$ cat config.mk
export PLATFORM = sky130hd
export DESIGN_NAME = expand_fetch_ctrl_flat
export DESIGN_NICKNAME = d
export VERILOG_FILES = /design/src/rtl/expand_pkg.sv /design/src/rtl/expand_fetch_ctrl_if.sv /design/src/rtl/pipe_delay.sv /design/src/rtl/expand_fetch_ctrl.sv /design/src/flat_wrapper.sv
export SDC_FILE = /design/constraint.sdc
export NUM_CORES = 1
export LEC_CHECK = 0
export ABC_AREA = 0
export BUFFER_PORTS_ARGS = -buffer_cell sky130_fd_sc_hd__buf_4
export CORE_AREA = 2 2 359 361
export DETAILED_ROUTE_END_ITERATION = 8
export DIE_AREA = 0 0 361 363
export GPL_ROUTABILITY_DRIVEN = 0
export PLACE_DENSITY = 0.43
export SLEW_MARGIN = 20
export SYNTH_ARGS = -nofsm -noshare
export SYNTH_HDL_FRONTEND = slang
export SYNTH_SLANG_ARGS = --single-unit
$ cat constraint.sdc
create_clock -name clk_i -period 8.2 [get_ports clk_i]
set_input_delay 2.05 -clock clk_i [delete_from_list [all_inputs] [get_ports clk_i]]
set_output_delay 2.05 -clock clk_i [all_outputs]
set_load 0.005 [all_outputs]
$ cat src/rtl/expand_pkg.sv
// ----------------------------------------------------------------------------
// expand_pkg
// Shared definitions for the expand-convolution fetch/align controller:
//   - state_e       : run sequencer states (IDLE, RUN, DRAIN, DONE)
//   - DEF_FIFO_TH   : default downstream FIFO headroom threshold
//   - DEF_LW/DEF_KW : default layer / kernel stream widths
//   - alignDepth()  : beat-to-output latency for a pair of read latencies
// ----------------------------------------------------------------------------
package expand_pkg;

    typedef enum logic [1:0] {
        IDLE  = 2'd0,
        RUN   = 2'd1,
        DRAIN = 2'd2,
        DONE  = 2'd3
    } state_e;

    localparam int DEF_FIFO_TH = 230;
    localparam int DEF_LW      = 72;
    localparam int DEF_KW      = 72;

    // Both streams are re-timed so they leave together one cycle after the
    // slower of the two sources delivers its word.
    function automatic int alignDepth(input int layerLat, input int kerLat);
        return ((layerLat > kerLat) ? layerLat : kerLat) + 1;
    endfunction

endpackage

$ cat src/rtl/expand_fetch_ctrl_if.sv
// ----------------------------------------------------------------------------
// expand_fetch_ctrl_if
// Bundles the source, backpressure and downstream beat signals of the
// expand fetch controller.
//   master : controller side (drives requests and the aligned beat)
//   slave  : environment side (layer source, kernel RAMs, FIFOs, conv cores)
// Signals:
//   layer_req_o / layer_ready_i / layer_data_i  layer source handshake + data
//   ker_req_o   / ker_ready_i   / ker_data_i    kernel RAM handshake + data
//   fifo_count_i                                downstream FIFO data counts
//   layer_data_o, ker_data_o, data_valid_o,
//   group_last_o, run_last_o                    aligned beat to conv cores
// ----------------------------------------------------------------------------
interface expand_fetch_ctrl_if #(
    parameter int LW       = 72,
    parameter int NUM_KER  = 5,
    parameter int KW       = 72,
    parameter int NUM_FIFO = 2,
    parameter int FCW      = 8
);

    logic                     layer_req_o;
    logic                     layer_ready_i;
    logic [LW-1:0]            layer_data_i;
    logic                     ker_req_o;
    logic                     ker_ready_i;
    logic [NUM_KER*KW-1:0]    ker_data_i;
    logic [NUM_FIFO*FCW-1:0]  fifo_count_i;
    logic [LW-1:0]            layer_data_o;
    logic [NUM_KER*KW-1:0]    ker_data_o;
    logic                     data_valid_o;
    logic                     group_last_o;
    logic                     run_last_o;

    modport master (
        output layer_req_o,
        input  layer_ready_i,
        input  layer_data_i,
        output ker_req_o,
        input  ker_ready_i,
        input  ker_data_i,
        input  fifo_count_i,
        output layer_data_o,
        output ker_data_o,
        output data_valid_o,
        output group_last_o,
        output run_last_o
    );

    modport slave (
        input  layer_req_o,
        output layer_ready_i,
        output layer_data_i,
        input  ker_req_o,
        output ker_ready_i,
        output ker_data_i,
        output fifo_count_i,
        input  layer_data_o,
        input  ker_data_o,
        input  data_valid_o,
        input  group_last_o,
        input  run_last_o
    );

endinterface

$ cat src/rtl/pipe_delay.sv
// ----------------------------------------------------------------------------
// pipe_delay
// Fixed-length register delay line with asynchronous active-low reset.
// Ports:
//   clk_i   in  1      clock, rising edge
//   rst_n_i in  1      asynchronous reset, active low (clears every stage)
//   din_i   in  W      value entering the line
//   dout_o  out W      din_i delayed by DEPTH cycles (DEPTH >= 1)
// ----------------------------------------------------------------------------
module pipe_delay #(
    parameter int W     = 1,
    parameter int DEPTH = 1
) (
    input  logic         clk_i,
    input  logic         rst_n_i,
    input  logic [W-1:0] din_i,
    output logic [W-1:0] dout_o
);

    logic [W-1:0] stage_q [DEPTH];

    // Plain shift register; the line never stalls.
    always_ff @(posedge clk_i or negedge rst_n_i) begin
        if (!rst_n_i) begin
            for (int i = 0; i < DEPTH; i++) begin
                stage_q[i] <= '0;
            end
        end else begin
            stage_q[0] <= din_i;
            for (int i = 1; i < DEPTH; i++) begin
                stage_q[i] <= stage_q[i-1];
            end
        end
    end

    assign dout_o = stage_q[DEPTH-1];

endmodule

$ cat src/rtl/expand_fetch_ctrl.sv
// ----------------------------------------------------------------------------
// expand_fetch_ctrl
// Fetch/align controller for expand convolution. Issues lockstep requests to
// the layer source and the kernel RAMs, reuses each layer word for
// ker_reuse_i kernel beats, throttles on downstream FIFO fill level and
// re-times the two read streams so every beat leaves as one aligned word.
// Ports:
//   clk_i          in   clock, rising edge
//   rst_n_i        in   asynchronous reset, active low
//   start_i        in   1-cycle pulse; latches config and starts a run (IDLE only)
//   ker_reuse_i    in   kernel beats per layer word (0 treated as 1)
//   layer_words_i  in   layer words in the run (0 -> immediate done)
//   busy_o         out  high from accepted start until done_o
//   done_o         out  1-cycle pulse once the run's last beat has left
//   bus            master side of expand_fetch_ctrl_if (requests, source
//                  data, FIFO counts, aligned beat outputs)
// ----------------------------------------------------------------------------
module expand_fetch_ctrl
    import expand_pkg::*;
#(
    parameter int LW        = DEF_LW,
    parameter int NUM_KER   = 5,
    parameter int KW        = DEF_KW,
    parameter int NUM_FIFO  = 2,
    parameter int FCW       = 8,
    parameter int FIFO_TH   = DEF_FIFO_TH,
    parameter int LAYER_LAT = 1,
    parameter int KER_LAT   = 1,
    parameter int RW        = 7,
    parameter int CW        = 16
) (
    input  logic                   clk_i,
    input  logic                   rst_n_i,
    input  logic                   start_i,
    input  logic [RW-1:0]          ker_reuse_i,
    input  logic [CW-1:0]          layer_words_i,
    output logic                   busy_o,
    output logic                   done_o,
    expand_fetch_ctrl_if.master    bus
);

    localparam int         ALIGN_D    = alignDepth(LAYER_LAT, KER_LAT);
    localparam logic [2:0] DRAIN_LOAD = 3'(ALIGN_D - 1);
    localparam int         KDW        = NUM_KER * KW;

    state_e          state_q, state_d;
    logic [RW-1:0]   reuse_q, reuse_d;
    logic [CW-1:0]   words_q, words_d;
    logic [RW-1:0]   repCnt_q, repCnt_d;
    logic [CW-1:0]   wordCnt_q, wordCnt_d;
    logic [2:0]      drainCnt_q, drainCnt_d;
    logic            fifoOk_q, fifoOk_d;

    logic            beat;
    logic            groupLast;
    logic            runLast;

    logic [2:0]      alignFlags;
    logic [LW-1:0]   alignLayer;
    logic [KDW-1:0]  alignKer;
    logic            alignValid;

    logic [LW-1:0]   heldLayer_q;
    logic [KDW-1:0]  heldKer_q;
    logic            heldGroupLast_q;
    logic            heldRunLast_q;

    // FIFO headroom is judged on last cycle's counts; the threshold leaves
    // room for the beats already in flight when a FIFO crosses it.
    always_comb begin
        fifoOk_d = 1'b1;
        for (int i = 0; i < NUM_FIFO; i++) begin
            if (bus.fifo_count_i[i*FCW +: FCW] >= FCW'(FIFO_TH)) begin
                fifoOk_d = 1'b0;
            end
        end
    end

    assign groupLast = (repCnt_q == reuse_q - RW'(1));
    assign runLast   = groupLast && (wordCnt_q == words_q - CW'(1));
    assign beat      = (state_q == RUN) && bus.layer_ready_i && bus.ker_ready_i && fifoOk_q;

    assign bus.ker_req_o   = beat;
    assign bus.layer_req_o = beat && groupLast;
    assign busy_o          = (state_q != IDLE);
    assign done_o          = (state_q == DONE);

    // Sequencer next state and counter updates.
    always_comb begin
        state_d    = state_q;
        reuse_d    = reuse_q;
        words_d    = words_q;
        repCnt_d   = repCnt_q;
        wordCnt_d  = wordCnt_q;
        drainCnt_d = drainCnt_q;
        case (state_q)
            IDLE: begin
                if (start_i) begin
                    reuse_d   = (ker_reuse_i == '0) ? RW'(1) : ker_reuse_i;
                    words_d   = layer_words_i;
                    repCnt_d  = '0;
                    wordCnt_d = '0;
                    state_d   = (layer_words_i == '0) ? DONE : RUN;
                end
            end
            RUN: begin
                if (beat) begin
                    if (groupLast) begin
                        repCnt_d  = '0;
                        wordCnt_d = wordCnt_q + CW'(1);
                    end else begin
                        repCnt_d  = repCnt_q + RW'(1);
                    end
                    if (runLast) begin
                        state_d    = DRAIN;
                        drainCnt_d = DRAIN_LOAD;
                    end
                end
            end
            // No beats issue after RUN, so the pipe is empty exactly
            // ALIGN_D cycles after the final beat.
            DRAIN: begin
                if (drainCnt_q == '0) begin
                    state_d = DONE;
                end else begin
                    drainCnt_d = drainCnt_q - 3'd1;
                end
            end
            DONE: begin
                state_d = IDLE;
            end
            default: begin
                state_d = IDLE;
            end
        endcase
    end

    // Sequencer state, latched configuration and FIFO headroom flag.
    always_ff @(posedge clk_i or negedge rst_n_i) begin
        if (!rst_n_i) begin
            state_q    <= IDLE;
            reuse_q    <= '0;
            words_q    <= '0;
            repCnt_q   <= '0;
            wordCnt_q  <= '0;
            drainCnt_q <= '0;
            fifoOk_q   <= 1'b0;
        end else begin
            state_q    <= state_d;
            reuse_q    <= reuse_d;
            words_q    <= words_d;
            repCnt_q   <= repCnt_d;
            wordCnt_q  <= wordCnt_d;
            drainCnt_q <= drainCnt_d;
            fifoOk_q   <= fifoOk_d;
        end
    end

    // Each stream waits out the difference between its read latency and the
    // common alignment depth; the flags ride the full depth from the beat.
    pipe_delay #(.W(3), .DEPTH(ALIGN_D)) u_flagPipe (
        .clk_i   (clk_i),
        .rst_n_i (rst_n_i),
        .din_i   ({beat, groupLast, runLast}),
        .dout_o  (alignFlags)
    );

    pipe_delay #(.W(LW), .DEPTH(ALIGN_D - LAYER_LAT)) u_layerPipe (
        .clk_i   (clk_i),
        .rst_n_i (rst_n_i),
        .din_i   (bus.layer_data_i),
        .dout_o  (alignLayer)
    );

    pipe_delay #(.W(KDW), .DEPTH(ALIGN_D - KER_LAT)) u_kerPipe (
        .clk_i   (clk_i),
        .rst_n_i (rst_n_i),
        .din_i   (bus.ker_data_i),
        .dout_o  (alignKer)
    );

    assign alignValid = alignFlags[2];

    // Remember the last valid beat so the outputs hold between beats.
    always_ff @(posedge clk_i or negedge rst_n_i) begin
        if (!rst_n_i) begin
            heldLayer_q     <= '0;
            heldKer_q       <= '0;
            heldGroupLast_q <= 1'b0;
            heldRunLast_q   <= 1'b0;
        end else if (alignValid) begin
            heldLayer_q     <= alignLayer;
            heldKer_q       <= alignKer;
            heldGroupLast_q <= alignFlags[1];
            heldRunLast_q   <= alignFlags[0];
        end
    end

    assign bus.data_valid_o = alignValid;
    assign bus.layer_data_o = alignValid ? alignLayer    : heldLayer_q;
    assign bus.ker_data_o   = alignValid ? alignKer      : heldKer_q;
    assign bus.group_last_o = alignValid ? alignFlags[1] : heldGroupLast_q;
    assign bus.run_last_o   = alignValid ? alignFlags[0] : heldRunLast_q;

endmodule
$ cat src/flat_wrapper.sv
// flat-port wrapper written by rule: the top's interface ports become plain ports
module expand_fetch_ctrl_flat import expand_pkg::*;
#(
    parameter int LW        = DEF_LW,
    parameter int NUM_KER   = 5,
    parameter int KW        = DEF_KW,
    parameter int NUM_FIFO  = 2,
    parameter int FCW       = 8,
    parameter int FIFO_TH   = DEF_FIFO_TH,
    parameter int LAYER_LAT = 1,
    parameter int KER_LAT   = 1,
    parameter int RW        = 7,
    parameter int CW        = 16
)
  (clk_i, rst_n_i, start_i, ker_reuse_i, layer_words_i, busy_o, done_o, bus_layer_req_o, bus_layer_ready_i, bus_layer_data_i, bus_ker_req_o, bus_ker_ready_i, bus_ker_data_i, bus_fifo_count_i, bus_layer_data_o, bus_ker_data_o, bus_data_valid_o, bus_group_last_o, bus_run_last_o);
  expand_fetch_ctrl_if #(.LW(LW), .NUM_KER(NUM_KER), .KW(KW), .NUM_FIFO(NUM_FIFO), .FCW(FCW)) bus_i ();
  input  logic clk_i;
  input  logic rst_n_i;
  input  logic start_i;
  input  logic [RW-1:0] ker_reuse_i;
  input  logic [CW-1:0] layer_words_i;
  output logic busy_o;
  output logic done_o;
  output wire logic [$bits(bus_i.layer_req_o)-1:0] bus_layer_req_o;
  input wire logic [$bits(bus_i.layer_ready_i)-1:0] bus_layer_ready_i;
  input wire logic [$bits(bus_i.layer_data_i)-1:0] bus_layer_data_i;
  output wire logic [$bits(bus_i.ker_req_o)-1:0] bus_ker_req_o;
  input wire logic [$bits(bus_i.ker_ready_i)-1:0] bus_ker_ready_i;
  input wire logic [$bits(bus_i.ker_data_i)-1:0] bus_ker_data_i;
  input wire logic [$bits(bus_i.fifo_count_i)-1:0] bus_fifo_count_i;
  output wire logic [$bits(bus_i.layer_data_o)-1:0] bus_layer_data_o;
  output wire logic [$bits(bus_i.ker_data_o)-1:0] bus_ker_data_o;
  output wire logic [$bits(bus_i.data_valid_o)-1:0] bus_data_valid_o;
  output wire logic [$bits(bus_i.group_last_o)-1:0] bus_group_last_o;
  output wire logic [$bits(bus_i.run_last_o)-1:0] bus_run_last_o;
  assign bus_layer_req_o = bus_i.layer_req_o;
  assign bus_i.layer_ready_i = bus_layer_ready_i;
  assign bus_i.layer_data_i = bus_layer_data_i;
  assign bus_ker_req_o = bus_i.ker_req_o;
  assign bus_i.ker_ready_i = bus_ker_ready_i;
  assign bus_i.ker_data_i = bus_ker_data_i;
  assign bus_i.fifo_count_i = bus_fifo_count_i;
  assign bus_layer_data_o = bus_i.layer_data_o;
  assign bus_ker_data_o = bus_i.ker_data_o;
  assign bus_data_valid_o = bus_i.data_valid_o;
  assign bus_group_last_o = bus_i.group_last_o;
  assign bus_run_last_o = bus_i.run_last_o;
  expand_fetch_ctrl #(.LW(LW), .NUM_KER(NUM_KER), .KW(KW), .NUM_FIFO(NUM_FIFO), .FCW(FCW), .FIFO_TH(FIFO_TH), .LAYER_LAT(LAYER_LAT), .KER_LAT(KER_LAT), .RW(RW), .CW(CW)) u_core (.clk_i(clk_i), .rst_n_i(rst_n_i), .start_i(start_i), .ker_reuse_i(ker_reuse_i), .layer_words_i(layer_words_i), .busy_o(busy_o), .done_o(done_o), .bus(bus_i));
endmodule
==> metrics.md, run 1 <==
| Metric | Value |
|---|---|
| Status | `finished, final reports clean` |
| Critical R2R Launch | `u_core.words_q[0]` |
| Syn_nets | `around 2200` |
| Final hold violations | `0` |
| Count of flip-flops with a built-in enable after synthesis | `0` |
| Clk sinks | `924` |
| Tot GR Track Use | `13.2%` |
| Slew @ Worst Pin | `1.03 ns` |
| Worst R2R End | `u_core.state_q[0]` |
| Worst EP arrival | `roughly 3.3 ns` |
| Initial Util | `a little under a quarter` |
| Synth top area share | `76.3%` |
| Antenna violations before repair | `13` |
| CTS tree | `yes` |
| Critical path type | `register to output pin` |
| Cell taking the most area after synthesis | `dfrtp_1` |
| CTS Root Cell | `clkbuf_16` |
| Routed WL per cell | `~20 um` |
| Setup TNS | `0 ns` |
| Layout cells sized above 1 | `around 56%` |
| Clk slew on worst S/H paths | `0.06 ns` |
| Commonest cells post-synth | `924 x dfrtp_1, 457 x mux2_2, 49 x clkbuf_1` |
| Net total in the final layout | `3182` |
| Setup slack, reg-to-reg | `a little under 5 ns` |
| Dpl hpwl | `approximately 65 mm` |
| Die Wd | `361 um` |
| Layout filler cell count | `12441` |
| Worst Path Max Fanout | `53` |
| First-pass DRT Iterations | `4` |
| First-pass GRT wire length | `between 100 and 150 mm` |
| RSZ-0062 raised after global routing | `no` |
| Most instantiated library cell after synthesis | `dfrtp_1` |
| Startpoint Class | `register` |
| Initial DRC Count | `710` |
| Slew Limit Fails | `0` |
| DIE HEIGHT | `363 um` |
| Synth unique cells | `60` |
| Number of vias per cell | `4.01` |
| Synthesized flop and latch total | `924` |
| Final min period | `approximately 5.3 ns` |
| Ports | `915` |
| Total Routed Length | `just under 90 mm` |
| Area Growth Syn to Fin | `41.5%` |
| Vias in the first global route | `19792` |
| # rows | `131` |
| Synth Cell Area | `30300 um^2` |
| Hold Crit Depth | `0` |
| Maximum buffer depth of the clock tree | `3` |
| R2R depth | `9` |
| Max Fclk | `187 MHz` |
| Vias | `17877` |
| Grt ovf | `0` |
| WP data required | `a little over 6 ns` |
| Setup Buffers After CTS | `0` |
| HP Start | `u_core.u_flagPipe.stage_q[3]` |
| CTS H-tree depth | `3` |
| Final core utilization | `33.8%` |
| Number of remaining DRC errors | `0` |
| Slew margin rel. | `31.2%` |
| Max Cap Viol | `0` |
| Final Skew | `0.0445 ns` |
| IO buf count | `between 900 and 1000` |
| Largest net degree at the start of global routing | `between 150 and 200` |
| Area of the multi-input gates | `6920 um^2` |
| Clock Latency Late Sink | `0.71 ns` |
| Area of the core | `127000 um^2` |
| Peak VDD IR | `0.193 mV` |
| FF+latch area | `roughly 23000 um^2` |
| Sequential share of the synthesized area | `approximately 76%` |
| Cts hold-fix bufs | `0` |
| Top cells by area, synth | `dfrtp_1 76%, mux2_2 17%, clkbuf_1 0.61%` |
| Post-Syn Area per Cell | `17.7 um^2` |
| Async set-reset flop share out of synthesis | `100%` |
| Worst hold path class | `register to register` |
| Leak | `about 20 nW` |
| CTS Buf Count | `105` |
| Die area | `around 130000 um^2` |
| Routed Antenna Nets | `0` |
| Dominant synthesized flop cell | `dfrtp_1` |
| Resized Gates After CTS | `0` |
| Post-Synthesis Cells | `1715` |
| Yosys Warn Count | `0` |
| Final Cycle Share | `about 65%` |
| Final setup fails | `0` |
| Crit end category | `output pin` |
| Hold Path End | `u_core.u_flagPipe.dout_o[0]` |
| Power Density | `366 nW/um^2` |
-- final cells by class --
class                      count  area share [%]
clock inverter                41            1.22
sequential                   924            53.9
multi-input combinational    718            16.1
tap                         1662            4.85
inverter                      17           0.149
antenna                        7          0.0408
clock buffer                 154            7.21
timing repair buffer         930            16.5
-- critical path, cell delays in order, from the launching register on --
cell	delay [ns]
dfrtp_4	0.84
buf_12	0.34
buf_4	0.68
mux2_2	0.43
buf_4	0.15
-- stage by stage --
step	hold slack [ns]	cells	worst slack [ns]	power [mW]	instance area (um^2)
after floorplan	0.331	1715	3.70	8.14	30300
after global placement	0.342	4251	3.24	11.0	39300
after detailed placement	0.339	4251	3.25	11.1	39300
after CTS	0.363	4446	2.73	16.0	42900
after global routing	0.370	4453	2.66	16.6	42900
final	0.359	4453	2.85	15.7	42900
-- layout by cell type, fill, tap and decap left out, types with 7 or more instances in the layout --
| master | n |
|---|---|
| and3_1 | 8 |
| clkbuf_8 | 28 |
| clkinv_2 | 20 |
| bufinv_16 | 7 |
| dfrtp_1 | 923 |
| nand3_1 | 16 |
| buf_12 | 7 |
| clkbuf_16 | 105 |
| ha_1 | 10 |
| xnor2_1 | 19 |
| a21oi_1 | 11 |
| diode_2 | 7 |
| nand2_1 | 25 |
| or4_1 | 9 |
| nor2_1 | 23 |
| buf_4 | 922 |
| mux2_2 | 457 |
| nor3_1 | 15 |
| nor4_1 | 9 |
| clkbuf_1 | 21 |
| inv_1 | 17 |
| o21ai_0 | 14 |
| xor2_1 | 16 |
-- state kept, by name, summed over array words and instances (netlist names), 7 cells and up --
| signal | cells |
|---|---|
| u_core.u_layerPipe.dout_o | 72 |
| u_core.reuse_q | 7 |
| u_core.wordCnt_q | 16 |
| u_core.heldKer_q | 360 |
| u_core.repCnt_q | 7 |
| u_core.heldLayer_q | 72 |
| u_core.u_kerPipe.dout_o | 360 |
| u_core.words_q | 16 |
-- per-layer routing --
layer	track usage, %	wire, um	up-vias
li1	-	-	7914
met1	13.9	31300	9186
met2	23.9	47200	599
met3	4.71	6700	172
met4	5.47	3380	6
met5	0	34	-
-- power breakdown --
part | switching, mW | internal (mW) | leakage (nW)
clock network | 1.94 | 2.85 | 1.78
logic | 2.09 | 2.62 | 7.00
registers | 0.402 | 5.80 | 11.0
-- how the worst max path moves through the flow --
stage	from	to	slack, ns	depth (start not counted)
after detailed placement	bus_ker_ready_i	bus_ker_req_o	3.25	4
final	u_core.u_flagPipe.dout_o[2]	bus_ker_data_o[108]	2.85	4
after global routing	u_core.u_flagPipe.dout_o[2]	bus_ker_data_o[108]	2.66	4
after floorplan	bus_ker_ready_i	bus_ker_req_o	3.70	2
after CTS	u_core.u_flagPipe.dout_o[2]	bus_layer_data_o[39]	2.73	4
after global placement	bus_ker_ready_i	bus_ker_req_o	3.24	4
-- cell families after synthesis --
family / synth area share [%]
AO/OA/AOI/OAI: 1.67
buffers and inverters: 0.904
multiplexers: 17.1
flip-flops: 76.3
AND/OR/NAND/NOR: 2.60
adder cells (fa/ha/maj): 0.413
XOR/XNOR: 1.01
Power figures use the tool's default switching activity.
==> run 2: changes to the inputs <==
- CORE_AREA: 2 2 359 361 -> 2 2 351 353
- DIE_AREA: 0 0 361 363 -> 0 0 353 355
- PLACE_DENSITY: 0.43 -> 0.45
- clock period: 8.2 -> 5 ns (I/O delays scaled with it)
==> metrics.md, run 2 (synthesis results as in run 1) <==
| Metric | Value |
|---|---|
| Status | `finished, final reports clean` |
| Initial DRC Count | `870 (+23%)` |
| Worst hold path class | `register to register` |
| Cts hold-fix bufs | `0 (unchanged)` |
| RSZ-0062 raised after global routing | `no` |
| Final hold violations | `0 (unchanged)` |
| Setup slack, reg-to-reg | `1.62 ns (-3.24 ns)` |
| Most frequent cells in the layout | `934 x buf_4, 923 x dfrtp_1, 457 x mux2_2, 103 x clkbuf_16` |
| Internal | `18.4 mW (+64%)` |
| Final min period | `around 4.1 ns` |
| Worst EP arrival | `2.86 ns (-0.44 ns)` |
| Largest net degree at the start of global routing | `105 (-34%)` |
| Commonest non-fill, non-tap cell in the layout | `buf_4` |
| Die Wd | `353 um (-2.2%)` |
| Dpl hpwl | `68.8 mm (+5.7%)` |
| CTS Buf Count | `103 (-1.9%)` |
| Slew @ Worst Pin | `0.959 ns (-0.0734 ns)` |
| Setup ws final | `0.891 ns (-1.96 ns)` |
| Area of the multi-input gates | `6920 um^2 (about the same)` |
| Clk slew on worst S/H paths | `0.06 ns (about the same)` |
| Clock power frac | `30.0% (-0.5 points)` |
| CTS H-tree depth | `3 (unchanged)` |
| Final setup fails | `0 (unchanged)` |
| Power Density | `599 nW/um^2 (+64%)` |
| Total Routed Length | `91.8 mm (+3.6%)` |
| Routed Antenna Nets | `0 (unchanged)` |
| Clk sinks | `924 (unchanged)` |
| First-pass DRT Iterations | `4 (unchanged)` |
| Ports | `915 (unchanged)` |
| Max Cap Viol | `0 (unchanged)` |
| FF+latch area | `23100 um^2 (unchanged)` |
| Layout cells sized above 1 | `56.9% (+0.43 points)` |
| Slew Limit Fails | `0 (unchanged)` |
| Maximum buffer depth of the clock tree | `3 (unchanged)` |
| First-pass GRT wire length | `133 mm (+3.2%)` |
| CTS Root Cell | `clkbuf_16` |
| Tot GR Track Use | `14.3% (+1.1 points)` |
| Setup TNS | `0 ns (unchanged)` |
| Peak VDD IR | `0.303 mV (+57%)` |
| Leak | `19.9 nW (+0.47%)` |
| Area Growth Syn to Fin | `41.8%` |
| Slew margin rel. | `35.5% (+4.3 points)` |
| Inst Count DP | `4232 (-0.45%)` |
| Resized Gates After CTS | `0 (unchanged)` |
| Final Non-Filler Cells | `4431 (-0.49%)` |
| Vias | `18040 (+0.91%)` |
| Die area | `125000 um^2 (-4.4%)` |
| IO buf count | `912 (unchanged)` |
| Grt ovf | `0 (unchanged)` |
| DIE HEIGHT | `355 um (-2.2%)` |
| Number of vias per cell | `4.07 (+1.4%)` |
| Vias in the first global route | `19669 (-0.62%)` |
| Top layer used by detailed routing | `met5` |
| Sw frac | `28.4% (+0.22 points)` |
| Net total in the final layout | `3198 (+0.50%)` |
| Startpoint Class | `register` |
| Antenna violations before repair | `15 (+2)` |
| Logic pwr share | `30.4% (+0.4 points)` |
| Final core utilization | `35.4% (+1.6 points)` |
| Setup Buffers After CTS | `0 (unchanged)` |
| Clock Latency Late Sink | `0.70 ns (about the same)` |
| Critical path type | `register to output pin` |
| CTS tree | `yes` |
| Psw | `7.32 mW (+65%)` |
| Met2 WL post-DR | `50.0 mm (+5.8%)` |
| Worst Path Max Fanout | `67 (+26%)` |
| Final Skew | `0.0165 ns (-0.0280 ns)` |
| R2R depth | `9 (unchanged)` |
| Max Fclk | `243 MHz` |
| Routed WL per cell | `20.7 um (+4.1%)` |
| Met3 WL post-DR | `5.44 mm (-19%)` |
| Initial Util | `25.0% (+1.1 points)` |
| Crit end category | `output pin` |
| Layout filler cell count | `11857 (-4.7%)` |
| Hold Crit Depth | `0 (unchanged)` |
| WP data required | `3.75 ns (-2.40 ns)` |
| # rows | `128 (-2.3%)` |
| Number of remaining DRC errors | `0 (unchanged)` |
| Area of the core | `121000 um^2 (-4.4%)` |
| Final Cycle Share | `82.2%` |
| Met1 wire length | `33.6 mm (+7.4%)` |
| Pre-CTS worst setup slack | `1.33 ns (-1.92 ns)` |
| Seq pwr share | `39.5% (about the same)` |
run 2: routing by layer:
layer,up-vias,track usage (%)
met5,-,0
met4,6,5.56
met3,150,4.24
met2,553,25.9
met1,9366,15.7
li1,7965,-
run 2: power by group through the flow:
| stage | Sequential [mW] | Combinational [mW] | Clock [mW] |
|---|---|---|---|
| 3_3_place_gp | 10.2 | 7.91 | 0 |
| 4_1_cts | 10.2 | 8.04 | 8.02 |
| 3_5_place_dp | 10.3 | 8.00 | 0 |
| 5_1_grt | 10.4 | 8.40 | 8.34 |
| 6_report | 10.2 | 7.83 | 7.74 |
| 2_1_floorplan | 10.0 | 3.31 | 0 |
run 2: through the flow:
step,area [um^2],power [mW],hold WS [ns]
2_1_floorplan,30300,13.4,0.331
3_3_place_gp,39400,18.1,0.332
3_5_place_dp,39400,18.3,0.335
4_1_cts,43000,26.3,0.355
5_1_grt,43000,27.2,0.360
6_report,43000,25.8,0.351
run 2: layout make-up:
cell class	count	share of cell area (%)
diodes	13	0.0757
clock buffers	140	6.90
clock inverters	46	1.29
inverters	17	0.148
multi-input cells	718	16.1
flip-flops and latches	924	53.8
well taps	1625	4.73
repair buffers	948	17.0
run 2: path summary, 6_finish.rpt:
| kind | start | end |
|---|---|---|
| max | u_core.u_flagPipe.dout_o[2] | bus_ker_data_o[214] |
| min | u_core.u_flagPipe.stage_q[3] | u_core.u_flagPipe.dout_o[0] |
| max reg2reg | u_core.words_q[0] | u_core.state_q[0] |
| min reg2reg | u_core.u_flagPipe.stage_q[3] | u_core.u_flagPipe.dout_o[0] |
| max in group asynchronous | rst_n_i | u_core.u_kerPipe.dout_o[44] |
| min in group asynchronous | rst_n_i | u_core.heldKer_q[124] |
run 2: critical path, stage by stage (launching register included):
cell,delay [ns]
dfrtp_4,1.01
buf_12,0.43
mux2_2,0.42
buf_4,0.16
